File: src/rtl/dac_seg_pkg.sv
// Shared types and constants for the DAC segment encoder: code split widths,
// FSM state encoding and the registered output bundle.
package dac_seg_pkg;

    localparam int CODE_W   = 12;
    localparam int NBIN     = 7;
    localparam int NTHERM   = 17;
    localparam int CODE_MAX = (NTHERM + 1) * (2 ** NBIN) - 1;
    localparam int K_W      = CODE_W - NBIN;       // unit count 0..NTHERM
    localparam int P_W      = $clog2(NTHERM);      // rotation pointer 0..NTHERM-1

    typedef enum logic [1:0] {OFF, WAKE, ACTIVE, DRAIN} state_t;

    // What the output registers load on the coming edge.
    typedef enum logic [1:0] {OUT_OFF, OUT_ZERO, OUT_RUN} out_mode_t;

    typedef struct packed {
        logic [NBIN-1:0]   datain;
        logic [NBIN-1:0]   datainb;
        logic [NTHERM-1:0] datatherm;
        logic [NTHERM-1:0] datathermb;
    } out_bundle_t;

    // Zero code as seen by the powered driver: data low, complements high.
    function automatic out_bundle_t zero_code();
        out_bundle_t b;
        b.datain     = '0;
        b.datainb    = '1;
        b.datatherm  = '0;
        b.datathermb = '1;
        return b;
    endfunction

endpackage

File: src/rtl/therm_rotator.sv
// Combinational thermometer encoder: k units starting at pointer p (wrapping
// modulo NTHERM) when DEM is on, bottom-aligned otherwise; also the next pointer.
module therm_rotator
    import dac_seg_pkg::*;
(
    input  logic [K_W-1:0]    k,
    input  logic [P_W-1:0]    ptr,
    input  logic              dem,
    output logic [NTHERM-1:0] therm,
    output logic [P_W-1:0]    ptr_next
);

    logic [NTHERM-1:0] base;
    logic [NTHERM-1:0] rotated;
    logic [P_W:0]      sum;
    logic [P_W:0]      idx;

    always_comb begin
        // NOTE: every output of a combinational block gets a value on every
        // path (defaults first), otherwise synthesis infers a latch.
        base     = '0;
        rotated  = '0;
        idx      = '0;
        therm    = '0;
        ptr_next = ptr;

        for (int i = 0; i < NTHERM; i++) begin
            base[i] = (K_W'(i) < k);
        end

        // Rotate left by ptr: unit i takes base bit (i - ptr) mod NTHERM.
        for (int i = 0; i < NTHERM; i++) begin
            idx = (P_W + 1)'(i + NTHERM) - {1'b0, ptr};
            if (idx >= (P_W + 1)'(NTHERM)) begin
                idx = idx - (P_W + 1)'(NTHERM);
            end
            rotated[i] = base[idx[P_W-1:0]];
        end

        // ptr + k never exceeds 2*NTHERM-1, so one conditional subtract suffices;
        // k = NTHERM lands back on ptr.
        sum = {1'b0, ptr} + {1'b0, k};
        if (dem) begin
            therm    = rotated;
            ptr_next = (sum >= (P_W + 1)'(NTHERM)) ? P_W'(sum - (P_W + 1)'(NTHERM))
                                                   : sum[P_W-1:0];
        end else begin
            therm = base;
        end
    end

endmodule

File: src/rtl/dac_segment_encoder.sv
// DAC front end: splits a 12-bit code into binary LSBs and a thermometer MSB
// segment with complements, sequencing driver power through OFF/WAKE/ACTIVE/DRAIN.
module dac_segment_encoder
    import dac_seg_pkg::*;
#(
    parameter int WAKE_CYCLES = 16
) (
    input  logic              clk,
    input  logic              rst,
    input  logic              en,
    input  logic              dem_en,
    input  logic [CODE_W-1:0] code_in,
    input  logic              code_valid,
    output logic              code_ready,
    output logic [NBIN-1:0]   datain,
    output logic [NBIN-1:0]   datainb,
    output logic [NTHERM-1:0] datatherm,
    output logic [NTHERM-1:0] datathermb,
    output logic              pdb,
    output logic              sat
);

    state_t      state, next_state;
    out_mode_t   out_mode;
    logic [7:0]  wake_cnt, wake_cnt_next;
    logic [1:0]  drain_step, drain_step_next;

    logic              accept;
    logic              over_range;
    logic [CODE_W-1:0] code_sat;

    logic              s1_valid;
    logic [NBIN-1:0]   s1_lo;
    logic [K_W-1:0]    s1_k;
    logic              s1_sat;

    logic              dem_q;
    logic [P_W-1:0]    ptr, ptr_next;
    logic [NTHERM-1:0] therm_word;
    out_bundle_t       out_q;

    assign accept     = code_valid && code_ready;
    assign over_range = code_in > CODE_W'(CODE_MAX);
    assign code_sat   = over_range ? CODE_W'(CODE_MAX) : code_in;

    always_comb begin
        next_state      = state;
        wake_cnt_next   = wake_cnt;
        drain_step_next = drain_step;
        out_mode        = OUT_OFF;
        case (state)
            OFF: begin
                if (en) begin
                    next_state    = WAKE;
                    wake_cnt_next = 8'(WAKE_CYCLES - 1);
                    out_mode      = OUT_ZERO;
                end
            end
            WAKE: begin
                out_mode = OUT_ZERO;
                if (!en) begin
                    next_state = OFF;
                    out_mode   = OUT_OFF;
                end else if (wake_cnt == 8'd0) begin
                    next_state = ACTIVE;
                end else begin
                    wake_cnt_next = wake_cnt - 8'd1;
                end
            end
            ACTIVE: begin
                out_mode = OUT_RUN;
                if (!en) begin
                    next_state      = DRAIN;
                    drain_step_next = 2'd0;
                end
            end
            DRAIN: begin
                // Finish the last in-flight code, show the zero code, then power down.
                case (drain_step)
                    2'd0: begin
                        out_mode        = OUT_RUN;
                        drain_step_next = 2'd1;
                    end
                    2'd1: begin
                        out_mode        = OUT_ZERO;
                        drain_step_next = 2'd2;
                    end
                    default: begin
                        next_state = OFF;
                        out_mode   = OUT_OFF;
                    end
                endcase
            end
            default: next_state = OFF;
        endcase
    end

    // NOTE: clocked state uses non-blocking assignments so every register
    // samples pre-edge values, independent of statement order.
    always_ff @(posedge clk) begin
        if (rst) begin
            state      <= OFF;
            wake_cnt   <= '0;
            drain_step <= '0;
        end else begin
            state      <= next_state;
            wake_cnt   <= wake_cnt_next;
            drain_step <= drain_step_next;
        end
    end

    therm_rotator u_rot (
        .k        (s1_k),
        .ptr      (ptr),
        .dem      (dem_q),
        .therm    (therm_word),
        .ptr_next (ptr_next)
    );

    always_ff @(posedge clk) begin
        if (rst) begin
            out_q      <= '0;
            sat        <= 1'b0;
            pdb        <= 1'b0;
            code_ready <= 1'b0;
            s1_valid   <= 1'b0;
            s1_lo      <= '0;
            s1_k       <= '0;
            s1_sat     <= 1'b0;
            ptr        <= '0;
            dem_q      <= 1'b0;
        end else begin
            pdb        <= (next_state != OFF);
            code_ready <= (next_state == ACTIVE);
            if (state == OFF) begin
                dem_q <= dem_en;
            end
            case (out_mode)
                OUT_ZERO: begin
                    out_q    <= zero_code();
                    sat      <= 1'b0;
                    s1_valid <= 1'b0;
                end
                OUT_RUN: begin
                    // Stage 1: clip and split the accepted code.
                    s1_valid <= accept;
                    if (accept) begin
                        s1_lo  <= code_sat[NBIN-1:0];
                        s1_k   <= code_sat[CODE_W-1:NBIN];
                        s1_sat <= over_range;
                    end
                    // Stage 2: encode, rotate and register; otherwise hold.
                    if (s1_valid) begin
                        out_q.datain     <= s1_lo;
                        out_q.datainb    <= ~s1_lo;
                        out_q.datatherm  <= therm_word;
                        out_q.datathermb <= ~therm_word;
                        sat              <= s1_sat;
                        ptr              <= ptr_next;
                    end else begin
                        sat <= 1'b0;
                    end
                end
                default: begin
                    out_q    <= '0;
                    sat      <= 1'b0;
                    s1_valid <= 1'b0;
                    ptr      <= '0;
                end
            endcase
        end
    end

    assign datain     = out_q.datain;
    assign datainb    = out_q.datainb;
    assign datatherm  = out_q.datatherm;
    assign datathermb = out_q.datathermb;

endmodule

File: config.mk
export PLATFORM = sky130hd
export DESIGN_NAME = dac_segment_encoder
export DESIGN_NICKNAME = d
export VERILOG_FILES = /design/src/rtl/dac_seg_pkg.sv /design/src/rtl/therm_rotator.sv /design/src/rtl/dac_segment_encoder.sv
export SDC_FILE = /design/constraint.sdc
export NUM_CORES = 1
export LEC_CHECK = 0
export ABC_AREA = 1
export CORE_MARGIN = 10
export CORE_UTILIZATION = 60
export DETAILED_ROUTE_END_ITERATION = 10
export PLACE_DENSITY = 0.77
export SYNTH_ARGS = -nofsm -noshare
export SYNTH_HDL_FRONTEND = slang
export SYNTH_SLANG_ARGS = --single-unit
File: constraint.sdc
create_clock -name clk -period 4 [get_ports clk]
set_input_delay 1 -clock clk [delete_from_list [all_inputs] [get_ports clk]]
set_output_delay 1 -clock clk [all_outputs]
set_load 0.01 [all_outputs]
# == Word-level counts from Yosys, hierarchy flattened ==
# Index checks and enable logic that the tools add are counted.
# W data, S select, Z words.
# word_totals
reg_bits,83
inputBits,17
output_inout_bits,51
word_cells,215
# classes
n_addsub,37
n_lt_le_gt_ge,53
n_eq_ne,14
muxes,75
n_bitwise,5
reduce_logical,15
# op_table
op,count
$ge A6 B5 Y1 const B,18
$lt A5 B6 Y1 const B,17
$mux W5,20
$pmux W48 S2,1
$sub A5 B5 Y5 const B,18
$sub A5 B5 Y6 const A,15
$bmux W1 S5,17
$mux W48,1
$lt A4 B5 Y1 const A,8
$mux W8,3
$lt A3 B5 Y1 const A,4
$mux W1,18
$mux W17,1
$not A17 Y17,1
$pmux W8 S2,1
$gt A12 B12 Y1 const B,1
$mux W12,1
$mux W2,6
$ne A2 B2 Y1 const B,6
$pmux W2 S2,3
$sub A6 B5 Y6 const A,2
$lt A1 B5 Y1 const A,2
$lt A2 B5 Y1 const A,2
$pmux W5 S2,1
other kinds (19),32

# == Depth between registers and ports, before layout ==
# Gate-level depths: netlist of run 1.
# logic_depth
ltp_word,9
mapped_depth,26
ltp_nobuf,24

# == By module ==
# A second synthesis of run 1 with hierarchy kept.
# hier_totals
cells_unflattened,1667
area_unflattened_um2,9616.7
# modules_own_cells
module,n_inst,cells_per_inst,area_each_um2,seq_area_each_um2
therm_rotator,1,1222,6277.3,0.0
dac_segment_encoder,1,445,3339.5,1661.6

# == Worst setup path after synthesis of run 1 ==
# Ideal clock, no wire load.
# synth_timing
path_type,register -> register
startpoint,reg ptr[1]
endpoint,reg datathermb[8] (netlist name)
setup_ns,0.132
t_arrival_ns,2.711
required_ns,3.868
slack_ns,1.157
path_stages_with_launch,23
path_buffers,2
period_less_slack_ns,2.843
path_cell_list,dfxtp_1 > buf_6 > inv_4 > buf_6 > ha_1 > nor2_1 > nand3_1 > nand2_1 > nand2_2 > nand2_1 > nand2_2 > inv_1 > nand2_1 > o21ai_1 > nand2_1 > nand3b_1 > nand3_1 > nand2_1 > nand2_1 > nand2_1 > nand2_1 > nand2_1 > a21oi_1
# synth_via
elab_chain_len,9
elab_cells_between_ends,10
classes_between,2 x add/sub; 1 x order compare; 6 x mux; 1 x bitwise
# synth_lines
item,line,text
from (decl),dac_segment_encoder.sv:38,"logic [P_W-1:0] ptr, ptr_next;"
from (signal assigned),dac_segment_encoder.sv:159,ptr <= ptr_next;
$sub A5 B5 Y6 *,therm_rotator.sv:33,"idx = (P_W + 1)'(i + NTHERM) - {1'b0, ptr};"
$sub A5 B5 Y5 or $ge A6 B5 Y1 (tied branches),"therm_rotator.sv:35, therm_rotator.sv:34",
$mux W5 *,therm_rotator.sv:34,if (idx >= (P_W + 1)'(NTHERM)) begin
$bmux W1 S5 *,therm_rotator.sv:37,rotated[i] = base[idx[P_W-1:0]];
$mux W1 (not written as such) *,therm_rotator.sv:37,
$mux W17 *,therm_rotator.sv:43,if (dem) begin
$not A17 Y17 *,dac_segment_encoder.sv:157,out_q.datathermb <= ~therm_word;
$mux W48 *,dac_segment_encoder.sv:153,if (s1_valid) begin
$pmux W48 S2 *,dac_segment_encoder.sv:138,case (out_mode)
# Every way passes the cells marked *; elsewhere a longest branch is shown, timed or not. The select of a mux whose other input is x is not followed.
# A chain may end at the register's enable or synchronous reset.

# == Final worst setup path of run 1 ==
# layout_timing
startpoint,reg ptr[0]
endpoint,reg datathermb[8] (netlist name)
# layout_via
elab_chain_len,9
elab_cells_between_ends,10
classes_between,2 x add/sub; 1 x order compare; 6 x mux; 1 x bitwise
# layout_lines
item,line
$sub A5 B5 Y6 *,therm_rotator.sv:33
$sub A5 B5 Y5 or $ge A6 B5 Y1 (tied branches),"therm_rotator.sv:35, therm_rotator.sv:34"
$mux W5 *,therm_rotator.sv:34
$bmux W1 S5 *,therm_rotator.sv:37
$mux W1 (not written as such) *,therm_rotator.sv:37
$mux W17 *,therm_rotator.sv:43
$not A17 Y17 *,dac_segment_encoder.sv:157
$mux W48 *,dac_segment_encoder.sv:153
$pmux W48 S2 *,dac_segment_encoder.sv:138
# Marks and branches as above.

==> impl_metrics.ini, run 1 <==
[hold_path]
hp-start = datatherm[6]
hold_path.class = reg2reg

[routing]
drt-vias-per-instance = 6.08
drtIter0Drc = 1467
remaining_drc_errors = 0
routed_wl_microns = 36200
wl_per_cell_microns = 19.1
dr.pass1.iters = 7
vias = 11522
detail-route-antenna-nets = 0

[yosys]
seq_area_frac_synth = 0.175
ys_ff_latch = 83
async_flop_share = 0
synthFlopType = dfxtp_1
ys_types = 60
yosys_warnings = 0
syn_area_sq_um = 9520
netlist_top_cells_area = nand2_1 (20%), dfxtp_1 (17%), nand3_1 (14%)
avgSynthCellArea_sq_um = 5.90
synth_area_leader_cell = nand2_1
synth_edf_count = 0
synth_nets = 1671
synthesis.instances = 1613
synth_top_area_share = 0.197

[final_layout]
layout_common_cells = nand2_1 (499), nand3_1 (272), inv_1 (112), nor2_1 (91), a21oi_1 (88)
syn2layout_area_growth_pct = 12.9
multiInputGateArea_sq_um = 6990
num_antenna_cells = 0
mostFrequentLayoutCell = nand2_1
fillers = 1417
fin_cells = 1896
fin_nets = 1738
drive_gt1_frac = 0.123
register_area_sq_um = 1660

[setup_path]
crit_chain = buf_4 > ha_1 > inv_1 > nor2_1 > nand3_1 > nand2_1 > nand2_2 > o21ai_1 > o21ai_1 > nor2_1 > nand2_1 > nand3b_1 > nand3_1 > nand2_1 > nand2_1 > nand2_1 > nand2_1 > nand2_1 > a21oi_1
critPathKind = reg2reg
slowest_stage = buf_4
crit_start = ptr[0]
rr_startpoint = ptr[0]
crit_top_cell = nand2_1
cp.arrival_ns = 3.66
crit_path_end_kind = flip-flop
worstPathRequired_ns = 4.21
cp_slowest_stage_delay_ns = 0.51
setup.worst_path.start_class = flip-flop
crit_fanout = 28

[sta]
clock_skew_ns = 0.0106
fin_crit_ns = 3.45
tns_ns = 0
min_period_over_period = 0.863
max_freq_mhz = 290
hold_viol = 0
max_slew.worst_pin.slew_ns = 1.15
slew_viol_final = 0
relSlewSlack = 0.229
rsz0062_at_grt = false
setup_violations = 0

[grt]
grt_pass1_vias = 10281
grt_first_pass_wirelength_microns = 56400
grt_overflow = 0
grtUsageTotal = 0.323
grt_max_degree = 60
antenna_found_initial = 0

[clocking]
cts_root_buffer = clkbuf_16
cts_max_level = 3
clk_pin_slew_ns = 0.07
insertion_delay_ns = 0.35
ctsLongestPathBuffers = 2
cts_setup_buffers = 0
cts_buffers = 9
cts.sinks = 83
post_cts_resized = 0
tritoncts = built
holdBufCountCts = 0

[die]
row_count = 45
initial_core_util = 0.619
core_sq_um = 15400
die_w_microns = 146
die_y_microns = 146
die_area_sq_um = 21300
pin_count = 68

[pwr]
power_density_nw_per_um2 = 172
total_leakage_power_nw = 4.94
vdd_drop_max_mv = 0.199

[placed_design]
placed_cells = 1880
dpl.hpwl_microns = 27000
globalplace.congestion = 1.05
io_buffers = 67

[run]
drv_cap = 0

[run_status]
outcome = completed
[synthesized netlist by cell type (10+ instances only)]
cell type	instances
nor3_1	17
nand2_1	499
nand2_2	45
inv_2	26
nand3_1	272
o21ai_1	38
nand3_2	10
buf_2	16
xor2_1	19
o21ai_2	12
inv_1	112
nor2_1	92
ha_1	40
a21oi_1	88
clkbuf_1	21
dfxtp_1	83
nand2_4	22
o211ai_1	15
o21ai_0	73
[registers in the layout, indices dropped and copies added, names as in the netlist, 2 cells and up]
name / flops
datatherm: 17
datathermb: 17
wake_cnt: 8
datain: 7
datainb: 7
s1_lo: 7
ptr: 5
s1_k: 5
drain_step: 2
state: 2
[stage by stage]
stage | hold WS (ns) | util | instance area (sq um) | power [mW] | worst slack, ns
after global placement | 0.442 | 0.680 | 10500 | 1.05 | 0.669
final | 0.462 | 0.699 | 10700 | 1.85 | 0.546
after CTS | 0.465 | 0.699 | 10700 | 1.85 | 0.747
after detailed placement | 0.456 | 0.680 | 10500 | 1.06 | 0.584
after floorplan | 0.423 | - | 9520 | 0.979 | 1.16
after global routing | 0.490 | 0.699 | 10700 | 1.92 | 0.386
[final cells by class]
cell class / count / area share
Clock inverter: 7 / 0.00547
Sequential cell: 83 / 0.155
Timing Repair Buffer: 109 / 0.0913
Clock buffer: 9 / 0.0210
Tap cell: 211 / 0.0246
Multi-Input combinational cell: 1329 / 0.650
Inverter: 148 / 0.0525
[final timing paths]
check                        to  slack (ns)  depth (start not counted)
setup / recovery  datathermb[8]        0.55                         19
hold / removal     datatherm[6]        0.46                          2
setup reg to reg  datathermb[8]        0.55                         19
hold reg to reg    datatherm[6]        0.46                          2
[critical path: cells and delay by family, from the launching register on]
family          cells  cell delay (ns)
flops               1             0.49
compound gates      3             0.65
fa+ha+maj           1             0.26
buf+inv             2             0.57
simple gates       13             1.34
[power breakdown]
group          internal, mW  switching [mW]  total [mW]
combinational        0.0718           0.112       0.184
sequential            0.847          0.0148       0.861
clock                 0.432           0.374       0.805
total                  1.35           0.500        1.85
[cells by family after synthesis]
family                     share of synthesized area
buffers and inverters                         0.0915
AOI/OAI and AO/OA                              0.163
DFF                                            0.175
and+or+nand+nor                                0.474
adders and majority gates                     0.0547
xor gates and xnor gates                      0.0417
[routing by layer]
layer	share of wire	up-vias	GRT usage
met5	0	-	0.00948
li1	-	5483	-
met4	0.040	0	0.125
met1	0.39	5168	0.418
met2	0.43	750	0.492
met3	0.14	121	0.0956
No activity file was read; power rests on OpenSTA's default activity.
==> inputs of run 2 (changes only) <==
- CTS_CLUSTER_DIAMETER: default -> 120
==> results of run 2 <==
Final layout, timing and power as in run 1 (identical DEF).
